<file path="config.mk">
export PLATFORM = sky130hd
export DESIGN_NAME = lapido_control_fsm
export DESIGN_NICKNAME = d
export VERILOG_FILES = /design/src/rtl/lapido_control_fsm.sv
export SDC_FILE = /design/constraint.sdc
export NUM_CORES = 1
export LEC_CHECK = 0
export BUFFER_PORTS_ARGS = -buffer_cell sky130_fd_sc_hd__buf_2
export CAP_MARGIN = 25
export CORE_ASPECT_RATIO = 1.75
export CORE_MARGIN = 3
export CORE_UTILIZATION = 40
export CTS_CLUSTER_SIZE = 14
export DETAILED_ROUTE_END_ITERATION = 6
export PLACE_DENSITY = 0.67
export SYNTH_ARGS = -nofsm -noshare
export SYNTH_HDL_FRONTEND = slang
export SYNTH_SLANG_ARGS = --single-unit
export TNS_END_PERCENT = 50
</file>
<file path="constraint.sdc">
create_clock -name clock -period 3.1 [get_ports clock]
set_clock_uncertainty 0.2 [all_clocks]
set_input_delay 0.62 -clock clock [delete_from_list [all_inputs] [get_ports clock]]
set_output_delay 0.62 -clock clock [all_outputs]
set_load 0.01 [all_outputs]
</file>
<file path="src/rtl/lapido_control_fsm.sv">
// Multi-cycle Lapido controller: FETCH/DECODE/EXEC/MEM/WB sequencing with registered datapath controls.
// Define LAPIDO_CTRL_PERF_EN to build the retired-instruction counter; otherwise retired is tied to 0.
//
// state    | meaning
// ---------+-----------------------------------------------------------
// S_FETCH  | instr_ready high, waiting for instr_valid to load IR
// S_DECODE | decode controls from IR, trap on illegal encoding
// S_EXEC   | ALU/LOADLIT to WB, LOAD/STORE to MEM, NOP/branch retire
// S_MEM    | mem_req held until mem_ack or wait counter expires
// S_WB     | register write and PC advance
// S_TRAP   | fault held until fault_clr
module lapido_control_fsm #(
   parameter int INSTR_W     = 32,
   parameter int ALUOP_W     = 5,
   parameter int MEM_TIMEOUT = 16,
   parameter int CNT_W       = 16
) (
   input  logic               clock,
   input  logic               reset_n,
   input  logic [INSTR_W-1:0] instr,
   input  logic               instr_valid,
   output logic               instr_ready,
   output logic               mem_req,
   input  logic               mem_ack,
   input  logic               fault_clr,
   output logic               branch,
   output logic               mem_read_n,
   output logic               mem_write_n,
   output logic               mem_to_reg,
   output logic [ALUOP_W-1:0] alu_op,
   output logic               alu_src,
   output logic               reg_write,
   output logic               register_b,
   output logic               pc_en,
   output logic               fault,
   output logic [1:0]         fault_code,
   output logic [CNT_W-1:0]   retired
);
   localparam int WAIT_W = (MEM_TIMEOUT > 1) ? $clog2(MEM_TIMEOUT) : 1;
   localparam logic [WAIT_W-1:0] WAIT_LAST = WAIT_W'(MEM_TIMEOUT - 1);

   typedef enum logic [2:0] {
      S_FETCH, S_DECODE, S_EXEC, S_MEM, S_WB, S_TRAP
   } state_t;

   state_t state_q, state_d;
   logic [INSTR_W-1:0] ir_q, ir_d;
   logic [WAIT_W-1:0]  wait_q, wait_d;
   logic [1:0]         fault_code_q, fault_code_d;
   logic               accept;

   logic instr_ready_q, instr_ready_d, mem_req_q, mem_req_d, branch_q, branch_d;
   logic mem_read_n_q, mem_read_n_d, mem_write_n_q, mem_write_n_d;
   logic mem_to_reg_q, mem_to_reg_d, alu_src_q, alu_src_d, reg_write_q, reg_write_d;
   logic register_b_q, register_b_d, pc_en_q, pc_en_d, fault_q, fault_d;
   logic [ALUOP_W-1:0] alu_op_q, alu_op_d;

   logic [2:0]         dec_cls;
   logic [4:0]         dec_func;
   logic               dec_legal, dec_alu_src, dec_register_b, dec_load, dec_store;
   logic               dec_to_wb, dec_ctrl, dec_in_flight;
   logic [ALUOP_W-1:0] dec_alu_op;

   // Decode from ir_d so DECODE-cycle controls are valid as soon as IR is loaded.
   assign accept   = (state_q == S_FETCH) && instr_ready_q && instr_valid;
   assign ir_d     = accept ? instr : ir_q;
   assign dec_cls  = ir_d[INSTR_W-1 -: 3];
   assign dec_func = ir_d[INSTR_W-4 -: 5];

   always_comb begin
      dec_legal      = 1'b0;
      dec_alu_op     = '0;
      dec_alu_src    = 1'b0;
      dec_register_b = 1'b0;
      dec_load       = 1'b0;
      dec_store      = 1'b0;
      dec_to_wb      = 1'b0;
      dec_ctrl       = 1'b0;
      case (dec_cls)
         3'b000: dec_legal = 1'b1;
         3'b001: begin
            dec_legal  = 1'b1;
            dec_alu_op = ALUOP_W'(dec_func);
            dec_to_wb  = 1'b1;
         end
         3'b010: begin
            if (dec_func[1:0] == 2'b10) begin
               dec_legal   = 1'b1;
               dec_alu_src = 1'b1;
               dec_alu_op  = ALUOP_W'(5'b10011);
               dec_to_wb   = 1'b1;
            end
         end
         3'b100: begin
            dec_legal   = 1'b1;
            dec_alu_src = 1'b1;
            dec_load    = ~dec_func[0];
            dec_store   = dec_func[0];
            dec_to_wb   = ~dec_func[0];
         end
         3'b101: begin
            dec_legal      = (dec_func[4:2] == 3'b000) || (dec_func[4:2] == 3'b001) ||
                             (dec_func[4:2] == 3'b010);
            dec_ctrl       = dec_legal;
            dec_register_b = dec_legal;
            case (dec_func[4:2])
               3'b000:  dec_alu_op = ALUOP_W'(5'b01010);
               3'b001:  dec_alu_op = ALUOP_W'(5'b00010);
               3'b010:  dec_alu_op = ALUOP_W'(5'b00111);
               default: dec_alu_op = '0;
            endcase
         end
         default: dec_legal = 1'b0;
      endcase
   end

   always_comb begin
      state_d      = state_q;
      wait_d       = wait_q;
      fault_code_d = fault_code_q;
      case (state_q)
         S_FETCH:  if (accept) state_d = S_DECODE;
         S_DECODE: begin
            if (dec_legal) begin
               state_d = S_EXEC;
            end else begin
               state_d      = S_TRAP;
               fault_code_d = 2'b01;
            end
         end
         S_EXEC: begin
            wait_d = '0;
            if (dec_load || dec_store) state_d = S_MEM;
            else if (dec_to_wb)        state_d = S_WB;
            else                       state_d = S_FETCH;
         end
         S_MEM: begin
            if (mem_ack) begin
               state_d = dec_store ? S_FETCH : S_WB;
            end else if (wait_q == WAIT_LAST) begin
               state_d      = S_TRAP;
               fault_code_d = 2'b10;
            end else begin
               wait_d = wait_q + 1'b1;
            end
         end
         S_WB:   state_d = S_FETCH;
         S_TRAP: begin
            if (fault_clr) begin
               state_d      = S_FETCH;
               fault_code_d = 2'b00;
            end
         end
         default: state_d = S_FETCH;
      endcase
   end

   // Every output register is loaded with the value belonging to the state being entered.
   always_comb begin
      dec_in_flight = (state_d == S_DECODE) || (state_d == S_EXEC) ||
                      (state_d == S_MEM) || (state_d == S_WB);
      instr_ready_d = (state_d == S_FETCH);
      mem_req_d     = (state_d == S_MEM);
      mem_read_n_d  = ~((state_d == S_MEM) && dec_load);
      mem_write_n_d = ~((state_d == S_MEM) && dec_store);
      branch_d      = (state_d == S_EXEC) && dec_ctrl;
      reg_write_d   = (state_d == S_WB);
      fault_d       = (state_d == S_TRAP);
      alu_op_d      = dec_in_flight ? dec_alu_op : '0;
      alu_src_d     = dec_in_flight && dec_alu_src;
      register_b_d  = dec_in_flight && dec_register_b;
      mem_to_reg_d  = dec_in_flight && dec_load;
      pc_en_d       = ((state_d == S_EXEC) && !dec_load && !dec_store && !dec_to_wb) ||
                      (state_d == S_WB) ||
                      ((state_q == S_MEM) && mem_ack && dec_store);
   end

   always_ff @(posedge clock) begin
      if (!reset_n) begin
         state_q       <= S_FETCH;
         ir_q          <= '0;
         wait_q        <= '0;
         fault_code_q  <= 2'b00;
         instr_ready_q <= 1'b0;
         mem_req_q     <= 1'b0;
         branch_q      <= 1'b0;
         mem_read_n_q  <= 1'b1;
         mem_write_n_q <= 1'b1;
         mem_to_reg_q  <= 1'b0;
         alu_op_q      <= '0;
         alu_src_q     <= 1'b0;
         reg_write_q   <= 1'b0;
         register_b_q  <= 1'b0;
         pc_en_q       <= 1'b0;
         fault_q       <= 1'b0;
      end else begin
         state_q       <= state_d;
         ir_q          <= ir_d;
         wait_q        <= wait_d;
         fault_code_q  <= fault_code_d;
         instr_ready_q <= instr_ready_d;
         mem_req_q     <= mem_req_d;
         branch_q      <= branch_d;
         mem_read_n_q  <= mem_read_n_d;
         mem_write_n_q <= mem_write_n_d;
         mem_to_reg_q  <= mem_to_reg_d;
         alu_op_q      <= alu_op_d;
         alu_src_q     <= alu_src_d;
         reg_write_q   <= reg_write_d;
         register_b_q  <= register_b_d;
         pc_en_q       <= pc_en_d;
         fault_q       <= fault_d;
      end
   end

   assign instr_ready = instr_ready_q;
   assign mem_req     = mem_req_q;
   assign branch      = branch_q;
   assign mem_read_n  = mem_read_n_q;
   assign mem_write_n = mem_write_n_q;
   assign mem_to_reg  = mem_to_reg_q;
   assign alu_op      = alu_op_q;
   assign alu_src     = alu_src_q;
   assign reg_write   = reg_write_q;
   assign register_b  = register_b_q;
   assign pc_en       = pc_en_q;
   assign fault       = fault_q;
   assign fault_code  = fault_code_q;

`ifdef LAPIDO_CTRL_PERF_EN
   logic [CNT_W-1:0] retired_q;

   always_ff @(posedge clock) begin
      if (!reset_n)     retired_q <= '0;
      else if (pc_en_d) retired_q <= retired_q + CNT_W'(1);
   end

   assign retired = retired_q;
`else
   assign retired = '0;
`endif

endmodule

</file>
## After elaboration in Yosys (flattened, before gate mapping)

Index checks and enable logic that the tools add are counted.

- Register bits after elaboration: 57
- Bits of input ports: 37
- Output and inout port bits: 34
- Logic and storage cells: 105

- Add/subtract/negate cells: 1
- Equality and inequality tests: 22
- Multiplexer cells: 28
- Bitwise gates (word level): 3
- Reduce and logical (&&, ||, !) cells: 34

Operators by type and width:

| operator | number |
|---|---|
| $mux 32 | 1 |
| $mux 3 | 8 |
| $eq 3x2->1 const B | 6 |
| $eq 3x3->1 const B | 5 |
| $pmux 3 s5 | 1 |
| $pmux 5 s3 | 1 |
| $logic_and 1x1->1 | 13 |
| $eq 3x1->1 const B | 4 |
| $logic_not 3->1 | 4 |
| $pmux 4 s3 | 1 |
| $ne 2x2->1 const B | 5 |
| $logic_or 1x1->1 | 8 |
| $mux 2 | 4 |
| $mux 4 | 2 |
| $pmux 4 s2 | 1 |
| $pmux 1 s3 | 2 |
| $pmux 2 s3 | 1 |
| $mux 5 | 1 |
| $reduce_and 5->1 | 1 |
| $add 4x1->4 const B | 1 |
| $eq 4x4->1 const B | 1 |
| $mux 1 | 4 |
| $logic_not 1->1 | 3 |
| $not 1->1 | 3 |
| 7 further kinds | 7 |

## Logic depth before layout (Yosys ltp)

- Word-level depth: 16
- Gate-level depth with buffers: 9
- Mapped depth without buffers: 7

## Least setup slack after synthesis

OpenSTA, ideal clock, no wires.

- Path type: input port to flip-flop
- Start: input instr_valid
- End: register alu_op_q[0] (netlist: alu_op[0])
- Library setup time: 0.123 ns
- Arrival time: 2.071 ns
- Required time: 2.777 ns
- Slack: 0.706 ns
- Cell stages on the path: 7
- Buffers on the path: 1
- Path through: nand4bb_4 > nand2b_4 > or4_1 > a21bo_1 > or3b_1 > buf_6 > a21oi_2

- Word-level cells in the longest chain between the ends: 13
- Elaborated cells on any way between the ends: 39
- Classes of those cells: eq/ne (11); mux (16); bitwise (1); reduce/logical (11)

RTL lines:

| element | RTL line | source |
|---|---|---|
| start, declared | 21 | `input logic instr_valid,` |
| $logic_and 1x1->1 (*) | 65 | `assign accept = (state_q == S_FETCH) && instr_ready_q && instr_valid;` |
| $mux 32 | 66 | `assign ir_d = accept ? instr : ir_q;` |
| $eq 2x2->1 (tied with other cells) | 87 | `if (dec_func[1:0] == 2'b10) begin` |
| $mux 1 or $logic_or 1x1->1 (tied branches) | 87, 102 |  |
| $pmux 1 s3 or $logic_or 1x1->1 (tied branches) | 79, 102 |  |
| $mux 3 or $pmux 1 s3 (tied branches) | 134, 79 |  |
| $mux 3, on equally long branches | 133, 124 |  |
| $pmux 3 s5 | 121 | `case (state_q)` |
| $eq 3x1->1 or $eq 3x2->1 (tied branches) | 160 | `dec_in_flight = (state_d == S_DECODE) \|\| (state_d == S_EXEC) \|\|` |
| $logic_or 1x1->1 (2 in series) | 160 |  |
| $logic_or 1x1->1 | 161 | `(state_d == S_MEM) \|\| (state_d == S_WB);` |
| $reduce_and 2->1 (no line) | -- |  |
| end signal, assigned | 207 | `alu_op_q <= alu_op_d;` |
| end, declared | 56 | `logic [ALUOP_W-1:0] alu_op_q, alu_op_d;` |

Every way passes the cells marked *; elsewhere a longest branch is shown, timed or not.
A chain may end at the register's enable or synchronous reset.

## Final worst setup path

- Start: register state_q[0]
- End: register alu_op_q[3] (netlist: alu_op[3])

- Word-level cells in the longest chain between the ends: 15
- Elaborated cells on any way between the ends: 46
- Classes of those cells: eq/ne (15); mux (17); bitwise (1); reduce/logical (13)

RTL lines:

| element | RTL line | source |
|---|---|---|
| start, declared | 46 | `state_t state_q, state_d;` |
| start signal, assigned | 197 | `state_q <= state_d;` |
| $logic_not 3->1 | 65, 121 |  |
| $logic_and 1x1->1 (2 in series) | 65 |  |
| $mux 32 | 66 |  |
| $eq 2x2->1 (tied with other cells) | 87 |  |
| $mux 1 or $logic_or 1x1->1 (tied branches) | 87, 102 |  |
| $pmux 1 s3 or $logic_or 1x1->1 (tied branches) | 79, 102 |  |
| $mux 3 or $pmux 1 s3 (tied branches) | 134, 79 |  |
| $mux 3, on equally long branches | 133, 124 |  |
| $pmux 3 s5 | 121 |  |
| $eq 3x1->1 or $eq 3x2->1 (tied branches) | 160 |  |
| $logic_or 1x1->1 (2 in series) | 160 |  |
| $logic_or 1x1->1 | 161 |  |
| $reduce_and 2->1 (no line) | -- |  |

Parallel ways exist; a longest one is shown, timed or not.

==> run summary <==
The run finished with clean final reports. For the total global-route track usage, the log shows 15.9%. After layout, the worst path uses 86.5% of the clock period.

The run gives 0.00205 mm² as the cell area reported after detailed placement. Entering global routing, the biggest net connects 22 pins. For this configuration, the core starts out at a cell density of 42.8%. For the worst path arrival time, the log shows 2700 ps. Registers are responsible for 44.1% of the overall power. The largest incremental delay on the critical path is 560 ps, and the number of flops mapped to enable cells by yosys is 0.

STA classifies the critical path startpoint as a flop. After detailed routing, the average wire length per cell comes to 13.9 µm. Compared with the post-synthesis result, the final layout area differs by 12.2%.

The cell area that synthesis handed to floorplanning was 0.00193 mm². After global routing the overflow that remains totals 0. Setup repair after global routing left no endpoint under its margin.

At the pin with the least slew margin, the transition time is 668 ps. The net switching share of the total power was 26.5%. The floorplan die width was 58.6 µm.

In this run the clock root is driven by a sky130_fd_sc_hd__clkbuf_8. The routed layout has 1734 vias. The number of remaining DRC errors came out at 0. Measured on the finished design, the core utilization comes to 48.0%. The number of placed instances with taps included was 306; the area of the placeable core was 0.00452 mm².

Routability-driven placement finished with a final weighted congestion of 0.883. In this run the biggest area consumer among cell types represents 34.2% of the synthesized area. For this design, the CTS-stage hold fixing added 0 buffers. The level count of the clock H-tree is 2. The tools report the detailed-routing iteration count for the pre-antenna-repair pass as 4.

In this run the remaining antenna-violating nets after routing total 0. The die is 98.0 µm tall. Input and output buffers added on the ports amount to 30.

The peak fanout along the critical path works out to 18. Sum of buffers and inverters on the critical path: 2. The share of power burned in the clock network was 40.2%. Max-cap violations in this run came to 0.

Of all flip-flops after synthesis, the portion carrying an async set or reset was 0%. The path class of the tightest hold or removal check is flop to flop. The clock-pin slew of the registers on the worst-case setup and hold paths was 70 ps. The cell count after synthesis is 233, and the total power per unit cell area is 477 mW/mm².

Summed over all instances, the cell type with the most area after synthesis is sky130_fd_sc_hd__dfxtp_1. 0 antenna diodes ended up in the layout. The first global-routing pass estimated 7240 µm of wire. The highest clock rate came out at 0.373 GHz. By startpoint and endpoint, the worst setup path is classified as flop to flop. The floorplan row count is 32. The relative contribution of combinational cells to total power was 15.7%. The tools report the number of slew-limit violations in the final report as 0. The analysis attributes to net switching a power of 275 µW.

Setup slack closes at 419 ps. The run gives 290 ps as the insertion delay of the later-clocked pin in the worst-skew pair. Ranked by flip-flop count, first place goes to ir_q.

Post-CTS timing repair inserted 0 buffers for setup. The logs give 71 for the number of top-level pins and 0.000329 V for the largest vdd supply drop. The logs give 0.000853 µW for the leakage power figure and 0 for the number of cells upsized or downsized after cts. The final wirelength came out at 4380 µm. Headroom to the max-slew limit came out at 55.4%.

The deepest clock path buffer count is 2, and the flip-flop count of the largest register after layout is 8. After detailed routing, the number of vias per cell comes to 5.52. Of the synthesized area, sequential elements account for 34.2%.

Before CTS, the worst setup slack after placement is 332 ps. The tools report the final design instance area without fill as 0.00217 mm². For this design, the slowest cell found on the critical path is sky130_fd_sc_hd__dfxtp_1. Critical path endpoint category: a flop. The run gives 0.00574 mm² as the overall die area. By area the synthesized netlist is led by sky130_fd_sc_hd__dfxtp_1, sky130_fd_sc_hd__buf_4, sky130_fd_sc_hd__a21oi_1, sky130_fd_sc_hd__nand2_1, sky130_fd_sc_hd__a21oi_2.

For the number of warnings issued by yosys, the log shows 0. The number of CTS-inserted buffers is 5. The clock net in this run drives a total of 33 sinks.

The accumulated negative setup slack came out at 0 ps. For the number of global-route vias before repair, the log shows 1598. Walking the worst path, the cells encountered are nand4bb_4 > nand2b_4 > buf_4 > a211oi_1 > a311o_1 > or3b_1 > buf_4 > a21oi_2.

Required time at the worst-slack endpoint: 3120 ps. The run gives 3270 µm as the half-perimeter wire length after placement. The post-layout instance count excluding filler cells was 314; the final-report hold violation count was 0.

In this run the mean area of a mapped cell was 8.30 µm². Cell class contributing the biggest share of worst-path delay: simple AND/OR/NAND/NOR gates. Cells with a size suffix above 1 make up 24.0% of the layout. The top flip-flop cell by instance count after synthesis is sky130_fd_sc_hd__dfxtp_1. The tools report the initial detailed-routing violation count as 31.

In this run, synthesis produced a sequential element count of 33. The total of endpoints with negative setup slack in the final report is 0, and the number of antenna violations at the first check in global routing is 0. TritonCTS built the clock tree.

Synthesis instantiated 53 different standard cells from the library. In the final design database the tool counted 300 nets. Most frequent cell on the critical path: sky130_fd_sc_hd__buf_4.

For the finished layout, the period the worst path requires is 2680 ps. The internal power of the cells totals 762 µW.
-- layout make-up --
type                    instances  area (µm²)
well taps                      51        63.8
clock inverters                 1        30.0
multi-input cells             184        1130
fillers                       451        2350
clock buffers                   7        86.3
repair buffers                 35         188
inverters                       3        11.3
flip-flops and latches         33         661
-- power groups by stage --
stage               logic [µW]  registers, µW  clock network [µW]
floorplan                  140            458                   0
global placement           161            466                   0
detailed placement         161            466                   0
CTS                        163            457                 424
global route               181            458                 436
finish                     163            457                 417
-- synthesized netlist by cell type, types with 2 or more instances --
library cell and count:
sky130_fd_sc_hd__a2111oi_0 2, sky130_fd_sc_hd__a211o_1 3, sky130_fd_sc_hd__a211oi_1 5, sky130_fd_sc_hd__a21o_1 3, sky130_fd_sc_hd__a21oi_1 25, sky130_fd_sc_hd__a21oi_2 7
sky130_fd_sc_hd__a22oi_1 2, sky130_fd_sc_hd__a31oi_1 3, sky130_fd_sc_hd__and3_1 2, sky130_fd_sc_hd__buf_2 3, sky130_fd_sc_hd__buf_4 19, sky130_fd_sc_hd__clkbuf_1 5
sky130_fd_sc_hd__dfxtp_1 33, sky130_fd_sc_hd__inv_1 3, sky130_fd_sc_hd__mux2_2 2, sky130_fd_sc_hd__mux2i_1 4, sky130_fd_sc_hd__nand2_1 33, sky130_fd_sc_hd__nand2b_1 2
sky130_fd_sc_hd__nand3_1 4, sky130_fd_sc_hd__nand3b_1 3, sky130_fd_sc_hd__nand4bb_1 2, sky130_fd_sc_hd__nor2_1 16, sky130_fd_sc_hd__nor2_2 2, sky130_fd_sc_hd__nor2b_1 3
sky130_fd_sc_hd__nor3_1 7, sky130_fd_sc_hd__nor3b_1 4, sky130_fd_sc_hd__nor3b_4 2, sky130_fd_sc_hd__nor4_1 3, sky130_fd_sc_hd__o21ai_0 6, sky130_fd_sc_hd__or2_2 2
-- per-layer routing --
metal / vias to the layer above / GRT usage (%) / routed length (µm)
li1: 861 / - / -
met1: 809 / 16.5 / 1630
met2: 55 / 29.5 / 2410
met3: 9 / 2.78 / 235
met4: 0 / 7.50 / 102
met5: - / 0 / 0
-- metrics by stage --
stage                     total power (µW)  hold WS (ps)
after floorplan                        598           246
after global routing                  1080           317
after global placement                 627           265
after CTS                             1040           283
final                                 1040           283
after detailed placement               628           270
-- final timing paths --
| kind | endpoint | start | slack (ps) | depth (start not counted) |
|---|---|---|---|---|
| max | alu_op[3] | state_q[0] | 420 | 8 |
| min | fault_code[0] | fault_code[0] | 280 | 2 |
| max reg2reg | alu_op[3] | state_q[0] | 420 | 8 |
| min reg2reg | fault_code[0] | fault_code[0] | 280 | 2 |
-- kinds of logic after synthesis --
group | synth area share [%]
mux | 3.23
flops | 34.2
other cells | 0.194
compound gates | 22.5
simple gates | 29.0
fa+ha+maj | 0.647
buf+inv | 10.3
-- worst min-delay path: stages (launching register included) --
cell	delay [ps]
sky130_fd_sc_hd__dfxtp_1	310
sky130_fd_sc_hd__o21ai_0	70
sky130_fd_sc_hd__a21oi_1	60
-- cells in the final DEF, fill, tap and decap left out, drive strengths merged, types with 3 or more instances in the layout --
cell / Yosys / final
a211o: 3 / 3
a211oi: 5 / 5
a21o: 3 / 3
a21oi: 33 / 33
a31oi: 3 / 3
buf: 23 / 35
clkbuf: 5 / 7
conb: 1 / 16
dfxtp: 33 / 33
inv: 3 / 3
mux2i: 4 / 4
nand2: 34 / 34
nand2b: 3 / 3
nand3: 4 / 4
nand3b: 3 / 3
nand4bb: 3 / 3
nor2: 18 / 18
nor2b: 3 / 3
nor3: 7 / 7
nor3b: 6 / 6
nor4: 3 / 3
o21ai: 6 / 6
No activity file was read; power rests on OpenSTA's default activity.
